$ cat src/rtl/hazard_pkg.sv
// Shared encodings for the pipeline hazard controller.
package hazard_pkg;

   // Memory-wait sequencer states.
   typedef enum logic {
      ST_RUN      = 1'b0,
      ST_MEM_WAIT = 1'b1
   } state_t;

   // EX operand source select.
   typedef enum logic [1:0] {
      FWD_RF  = 2'b00,
      FWD_WB  = 2'b01,
      FWD_MEM = 2'b10
   } fwd_sel_t;

endpackage

$ cat src/rtl/hazard_ctrl_fwd_unit.sv
// Forwarding compare for one EX operand: MEM result wins over WB result.
module fwd_unit
   import hazard_pkg::*;
#(
   parameter int REG_AW = 5,
   parameter int FWD_EN = 1
) (
   input  logic [REG_AW-1:0] rs,
   input  logic [REG_AW-1:0] mem_rd,
   input  logic              mem_regwrite,
   input  logic [REG_AW-1:0] wb_rd,
   input  logic              wb_regwrite,
   output logic [1:0]        sel
);

   logic mem_hit;
   logic wb_hit;

   // Register 0 is hardwired, so a write to it never produces a forwardable value.
   assign mem_hit = mem_regwrite && (mem_rd != '0) && (mem_rd == rs);
   assign wb_hit  = wb_regwrite  && (wb_rd  != '0) && (wb_rd  == rs);

   // Pick the youngest producer; interlock-only builds always read the register file.
   always_comb begin
      sel = FWD_RF;
      if (FWD_EN != 0) begin
         if (mem_hit) begin
            sel = FWD_MEM;
         end else if (wb_hit) begin
            sel = FWD_WB;
         end
      end
   end

endmodule

$ cat src/rtl/hazard_ctrl.sv
// Pipeline hazard controller: forwarding selects, load-use / interlock stalls,
// branch flushes and a memory-wait sequencer with timeout.
//
// state       | meaning
// ST_RUN      | no outstanding data-memory access, pipeline free to advance
// ST_MEM_WAIT | data-memory access pending, whole pipeline held
module hazard_ctrl
   import hazard_pkg::*;
#(
   parameter int REG_AW      = 5,
   parameter int FWD_EN      = 1,
   parameter int MEM_TIMEOUT = 15
) (
   input  logic              clk,
   input  logic              rst,
   input  logic [REG_AW-1:0] id_rs1,
   input  logic [REG_AW-1:0] id_rs2,
   input  logic [REG_AW-1:0] ex_rs1,
   input  logic [REG_AW-1:0] ex_rs2,
   input  logic [REG_AW-1:0] ex_rd,
   input  logic              ex_regwrite,
   input  logic              ex_is_load,
   input  logic [REG_AW-1:0] mem_rd,
   input  logic              mem_regwrite,
   input  logic [REG_AW-1:0] wb_rd,
   input  logic              wb_regwrite,
   input  logic              ex_pc_sel,
   input  logic              mem_req,
   input  logic              mem_ready,
   output logic              stall_front,
   output logic              stall_back,
   output logic              flush_id,
   output logic              flush_ex,
   output logic [1:0]        fwd_a_sel,
   output logic [1:0]        fwd_b_sel,
   output logic              mem_timeout_err,
   output logic [31:0]       perf_stall_cnt
);

   localparam int CNT_W = $clog2(MEM_TIMEOUT + 1);
   localparam logic [CNT_W-1:0] CNT_MAX = CNT_W'(MEM_TIMEOUT);
   localparam logic [CNT_W-1:0] CNT_ONE = CNT_W'(1);

   state_t           state;
   logic [CNT_W-1:0] wait_cnt;
   logic             ex_hit;
   logic             mem_hit;
   logic             wb_hit;
   logic             load_use;
   logic             raw_stall;
   logic             mem_stall;

   fwd_unit #(.REG_AW(REG_AW), .FWD_EN(FWD_EN)) u_fwd_a (
      .rs           (ex_rs1),
      .mem_rd       (mem_rd),
      .mem_regwrite (mem_regwrite),
      .wb_rd        (wb_rd),
      .wb_regwrite  (wb_regwrite),
      .sel          (fwd_a_sel)
   );

   fwd_unit #(.REG_AW(REG_AW), .FWD_EN(FWD_EN)) u_fwd_b (
      .rs           (ex_rs2),
      .mem_rd       (mem_rd),
      .mem_regwrite (mem_regwrite),
      .wb_rd        (wb_rd),
      .wb_regwrite  (wb_regwrite),
      .sel          (fwd_b_sel)
   );

   function automatic logic id_reads(input logic [REG_AW-1:0] rd, input logic we,
                                     input logic [REG_AW-1:0] rs1, input logic [REG_AW-1:0] rs2);
      return we && (rd != '0) && ((rd == rs1) || (rd == rs2));
   endfunction

   // RAW detection against every in-flight producer; which ones matter depends on FWD_EN.
   always_comb begin
      ex_hit    = id_reads(ex_rd, ex_regwrite, id_rs1, id_rs2);
      mem_hit   = id_reads(mem_rd, mem_regwrite, id_rs1, id_rs2);
      wb_hit    = id_reads(wb_rd, wb_regwrite, id_rs1, id_rs2);
      load_use  = ex_is_load && ex_hit;
      raw_stall = (FWD_EN != 0) ? load_use : (ex_hit || mem_hit || wb_hit);
   end

   // A miss is stalled in the very cycle it is seen, not one cycle late.
   always_comb begin
      mem_stall = 1'b0;
      if (state == ST_RUN) begin
         mem_stall = mem_req && !mem_ready;
      end else begin
         mem_stall = !mem_ready;
      end
   end

   // Priority: memory stall, then branch flush, then RAW stall. A branch held
   // during a memory stall is flushed once the stall drops.
   always_comb begin
      stall_back  = mem_stall;
      stall_front = mem_stall || (!ex_pc_sel && raw_stall);
      flush_id    = !mem_stall && ex_pc_sel;
      flush_ex    = !mem_stall && (ex_pc_sel || raw_stall);
   end

   // Memory-wait sequencer with wait counter and sticky timeout flag.
   always_ff @(posedge clk or posedge rst) begin
      if (rst) begin
         state           <= ST_RUN;
         wait_cnt        <= '0;
         mem_timeout_err <= 1'b0;
      end else begin
         case (state)
            ST_RUN: begin
               if (mem_req && !mem_ready) begin
                  state    <= ST_MEM_WAIT;
                  wait_cnt <= CNT_ONE;
               end
            end
            ST_MEM_WAIT: begin
               if (mem_ready) begin
                  state    <= ST_RUN;
                  wait_cnt <= '0;
               end else if (wait_cnt == CNT_MAX) begin
                  state           <= ST_RUN;
                  wait_cnt        <= '0;
                  mem_timeout_err <= 1'b1;
               end else begin
                  wait_cnt <= wait_cnt + 1'b1;
               end
            end
            default: begin
               state    <= ST_RUN;
               wait_cnt <= '0;
            end
         endcase
      end
   end

   // Saturating count of front-end stall cycles.
   always_ff @(posedge clk or posedge rst) begin
      if (rst) begin
         perf_stall_cnt <= '0;
      end else if (stall_front && (perf_stall_cnt != 32'hFFFF_FFFF)) begin
         perf_stall_cnt <= perf_stall_cnt + 32'd1;
      end
   end

endmodule

$ cat config.mk
export PLATFORM = sky130hd
export DESIGN_NAME = hazard_ctrl
export DESIGN_NICKNAME = d
export VERILOG_FILES = /design/src/rtl/hazard_pkg.sv /design/src/rtl/hazard_ctrl_fwd_unit.sv /design/src/rtl/hazard_ctrl.sv
export SDC_FILE = /design/constraint.sdc
export NUM_CORES = 1
export LEC_CHECK = 0
export CORE_MARGIN = 5
export CORE_UTILIZATION = 49
export DETAILED_ROUTE_END_ITERATION = 8
export GPL_TIMING_DRIVEN = 0
export PLACE_DENSITY = 0.86
export SETUP_SLACK_MARGIN = 0.15
export SYNTH_ARGS = -nofsm -noshare
export SYNTH_HDL_FRONTEND = slang
export SYNTH_HIERARCHICAL = 1
export SYNTH_SLANG_ARGS = --single-unit
export TNS_END_PERCENT = 20
$ cat constraint.sdc
create_clock -name clk -period 5.35 [get_ports clk]
set_input_delay 1.07 -clock clk [delete_from_list [all_inputs] [get_ports clk]]
set_output_delay 1.07 -clock clk [all_outputs]
set_load 0.02 [all_outputs]
==> flow_summary_export.csv <==
group,metric,value,unit
yosys,synth_warnings,6,
pwr,irDropWorstVdd,0.000219,V
setup_path,critical_path.max_fanout,10,
route,post_drt_wl_per_cell,17.0,µm
cts,cts_setup_buffers,0,
route,vias,2292,
yosys,ys_top_cells_by_count,"xnor2_1, dfrtp_1, nand4_1",
floorplanning,start_util,0.508,
floorplanning,die-area,6440,µm²
timing,finalClockSkew,11.4,ps
timing,period_share,0.884,
timing,finalHoldViolations,0,
yosys,synth-xor-area-share,0.210,
global_routing,grt_max_degree,39,
cts,root_buffer,"clkbuf_8",
timing,worst_pin_slew,764,ps
global_routing,grt_usage,0.218,
timing,setup_viol,0,
yosys,synth_simple_gate_area_share,0.262,
setup_path,slowest_stage,"clkdlybuf4s50_1",
layout,area_growth,42.7,%
setup_path,start_kind,"input pin",
timing,slew_viol_final,0,
yosys,syn_area_per_cell,9.95,µm²
route,wirelength,6.85,mm
layout,fin_util,0.725,
route,dr.pass1.iters,4,
global_routing,grt_pass1_vias,2293,
floorplanning,placementRows,25,
cts,h-tree-depth,2,
cts,clkTransAtPathRegs,70,ps
pwr,p_leak,1.32,nW
placed_design,pre_cts_slack,683,ps
route,ant_nets,0,
floorplanning,die_w,80.2,µm
floorplanning,ios,85,
yosys,synth-seq-area-share,0.393,
placed_design,io_buffer_count,84,
timing,finalWorstSetupSlack,620,ps
setup_path,critPathCaptureType,"primary output",
yosys,synthCells,243,
cts,cts.sink_count,38,
setup_path,critical_path_class,"input pin to primary output",
setup_path,arrival,3660,ps
timing,worst_hold_slack,478,ps
worst_hold_path,hold_class,"flip-flop to flip-flop",
cts,hold_buffers,0,
timing,max_freq,0.211,GHz
setup_path,worstPathCellList,"clkdlybuf4s50_1 > xnor2_1 > nand3_1 > o221ai_1 > clkbuf_1 > and2_1 > clkdlybuf4s50_1",
setup_path,worst_ep_required_time,4280,ps
yosys,synth-seq-cells,38,
yosys,synth_mux_area_frac,0.00466,
yosys,synth_fp_nets,289,
layout,final_nets,380,
cts,post_cts_resized,0,
timing,rsz0062_at_grt,"no",
floorplanning,core,4750,µm²
cts,cts_tree,"done",
pwr,power.density,233,nW/µm²
setup_path,crit_path_frequent_cell,"clkdlybuf4s50_1",
global_routing,antenna_found_initial,0,
yosys,synth_area,2420,µm²
yosys,synth_edf_count,0,
yosys,synth_top_family_by_area,"simple AND/OR/NAND/NOR gates",
yosys,synth_compound_area_frac,0.0973,
yosys,synth_top_cell_area_share,0.393,
yosys,synthMostInstantiatedCell,"xnor2_1",
timing,min_period,4730,ps
cts,clock_path_buffers,2,
cts,numCtsBuffers,5,
layout,drive_gt1_frac,0.0836,
timing,tns,0,ps
yosys,ys_types,40,
floorplanning,die_h,80.2,µm
flow_run,maxCapViolCount,0,
placed_design,routabilityCongestion,0.883,
yosys,synth_flop_cell,"dfrtp_1",
run_status,status,"finished, final reports clean",
global_routing,grt_pass1_wl,11.1,mm
global_routing,grt_overflow,0,
yosys,synthTopCellsByArea,"dfrtp_1, xnor2_1, nand4_1",
layout,n_antenna_cell,0,
timing,relSlewSlack,0.490,
route,viasPerCell,5.70,
yosys,async_flop_share,1.00,
setup_path,critPathMaxStageDelay,610,ps
route,drtIter0Drc,68,
route,drc_errors,0,
cts,clk_latency,300,ps
yosys,synth_fa_ha_area_frac,0.0104,
yosys,yosysTopAreaCell,"dfrtp_1",
placed_design,dp_hpwl,5.22,mm
[per-layer routing]
metal	track usage	part of all wire	wire length, µm
met1	0.276	0.42	2910
met2	0.365	0.46	3170
met3	0.0482	0.091	623
met4	0.0743	0.022	153
met5	0	0	0
[stage by stage]
stage	total power, W	cell area [µm²]	cells
global placement	0.000561	3340	394
global route	0.000842	3450	402
floorplan	0.000454	2420	243
detailed placement	0.000567	3340	394
CTS	0.000806	3450	402
finish	0.000802	3450	402
[final cells by class]
cell class	instances	area, µm²
clock inverters	1	30.0
multi-input cells	194	1410
inverters	4	15.0
fillers	361	1310
clock buffers	7	76.3
repair buffers	84	841
flip-flops and latches	38	951
well taps	67	83.8
plain buffers	7	38.8
[state kept, by name (all words and copies together) (netlist names)]
signal / count
mem_timeout_err: 1
perf_stall_cnt: 32
state: 1
wait_cnt: 4
[cells by family (layout without fill, tap and decap cells)]
logic type | Yosys count | count (layout)
AOI/OAI and AO/OA | 23 | 23
xor gates and xnor gates | 58 | 58
adders and majority gates | 2 | 2
buffers and inverters | 11 | 103
DFF | 38 | 38
muxes | 1 | 1
and+or+nand+nor | 110 | 110
[power by group]
part | switching, W | internal [W]
registers | 0.0000287 | 0.000311
clock network | 0.0000998 | 0.000140
logic | 0.000110 | 0.000113
total | 0.000239 | 0.000563
[critical path: cells and delay by family]
family	cells	cell delay, ps
buf+inv	3	1620
compound gates	1	460
xor+xnor	1	140
simple gates	2	350
[final timing paths]
path | start | endpoint | slack [ps] | depth (start not counted)
max | ex_rd[0] | stall_front | 620 | 7
min | mem_timeout_err | mem_timeout_err | 480 | 1
max reg2reg | perf_stall_cnt[0] | perf_stall_cnt[25] | 3290 | 7
min reg2reg | mem_timeout_err | mem_timeout_err | 480 | 1
max in group asynchronous | rst | perf_stall_cnt[23] | 3620 | 2
min in group asynchronous | rst | perf_stall_cnt[29] | 1230 | 2
[layout by cell type (no fill, tap or decap), types with 2 or more instances in the layout]
cell             synthesis  routed
nand2_1                 17      17
nor3_1                   5       5
and3_1                  13      13
xnor2_1                 52      52
clkbuf_1                 1       3
dfrtp_1                 38      38
o22ai_1                  2       2
a211oi_2                 2       2
o41ai_2                  2       2
nand4b_1                 4       4
a21oi_1                  5       5
nor2b_1                  2       2
ha_1                     2       2
nor4_1                   2       2
and4_1                   2       2
and2_1                   5       5
nor3_2                   3       3
clkdlybuf4s50_1          0      84
a22o_1                   2       2
buf_2                    4       4
buf_4                    2       2
o21ai_0                  2       2
nand4_1                 23      23
inv_1                    4       3
xor2_1                   6       6
clkbuf_8                 0       5
nand3_1                 18      18
nor2_1                  11      11
No activity file was read; power rests on OpenSTA's default activity.
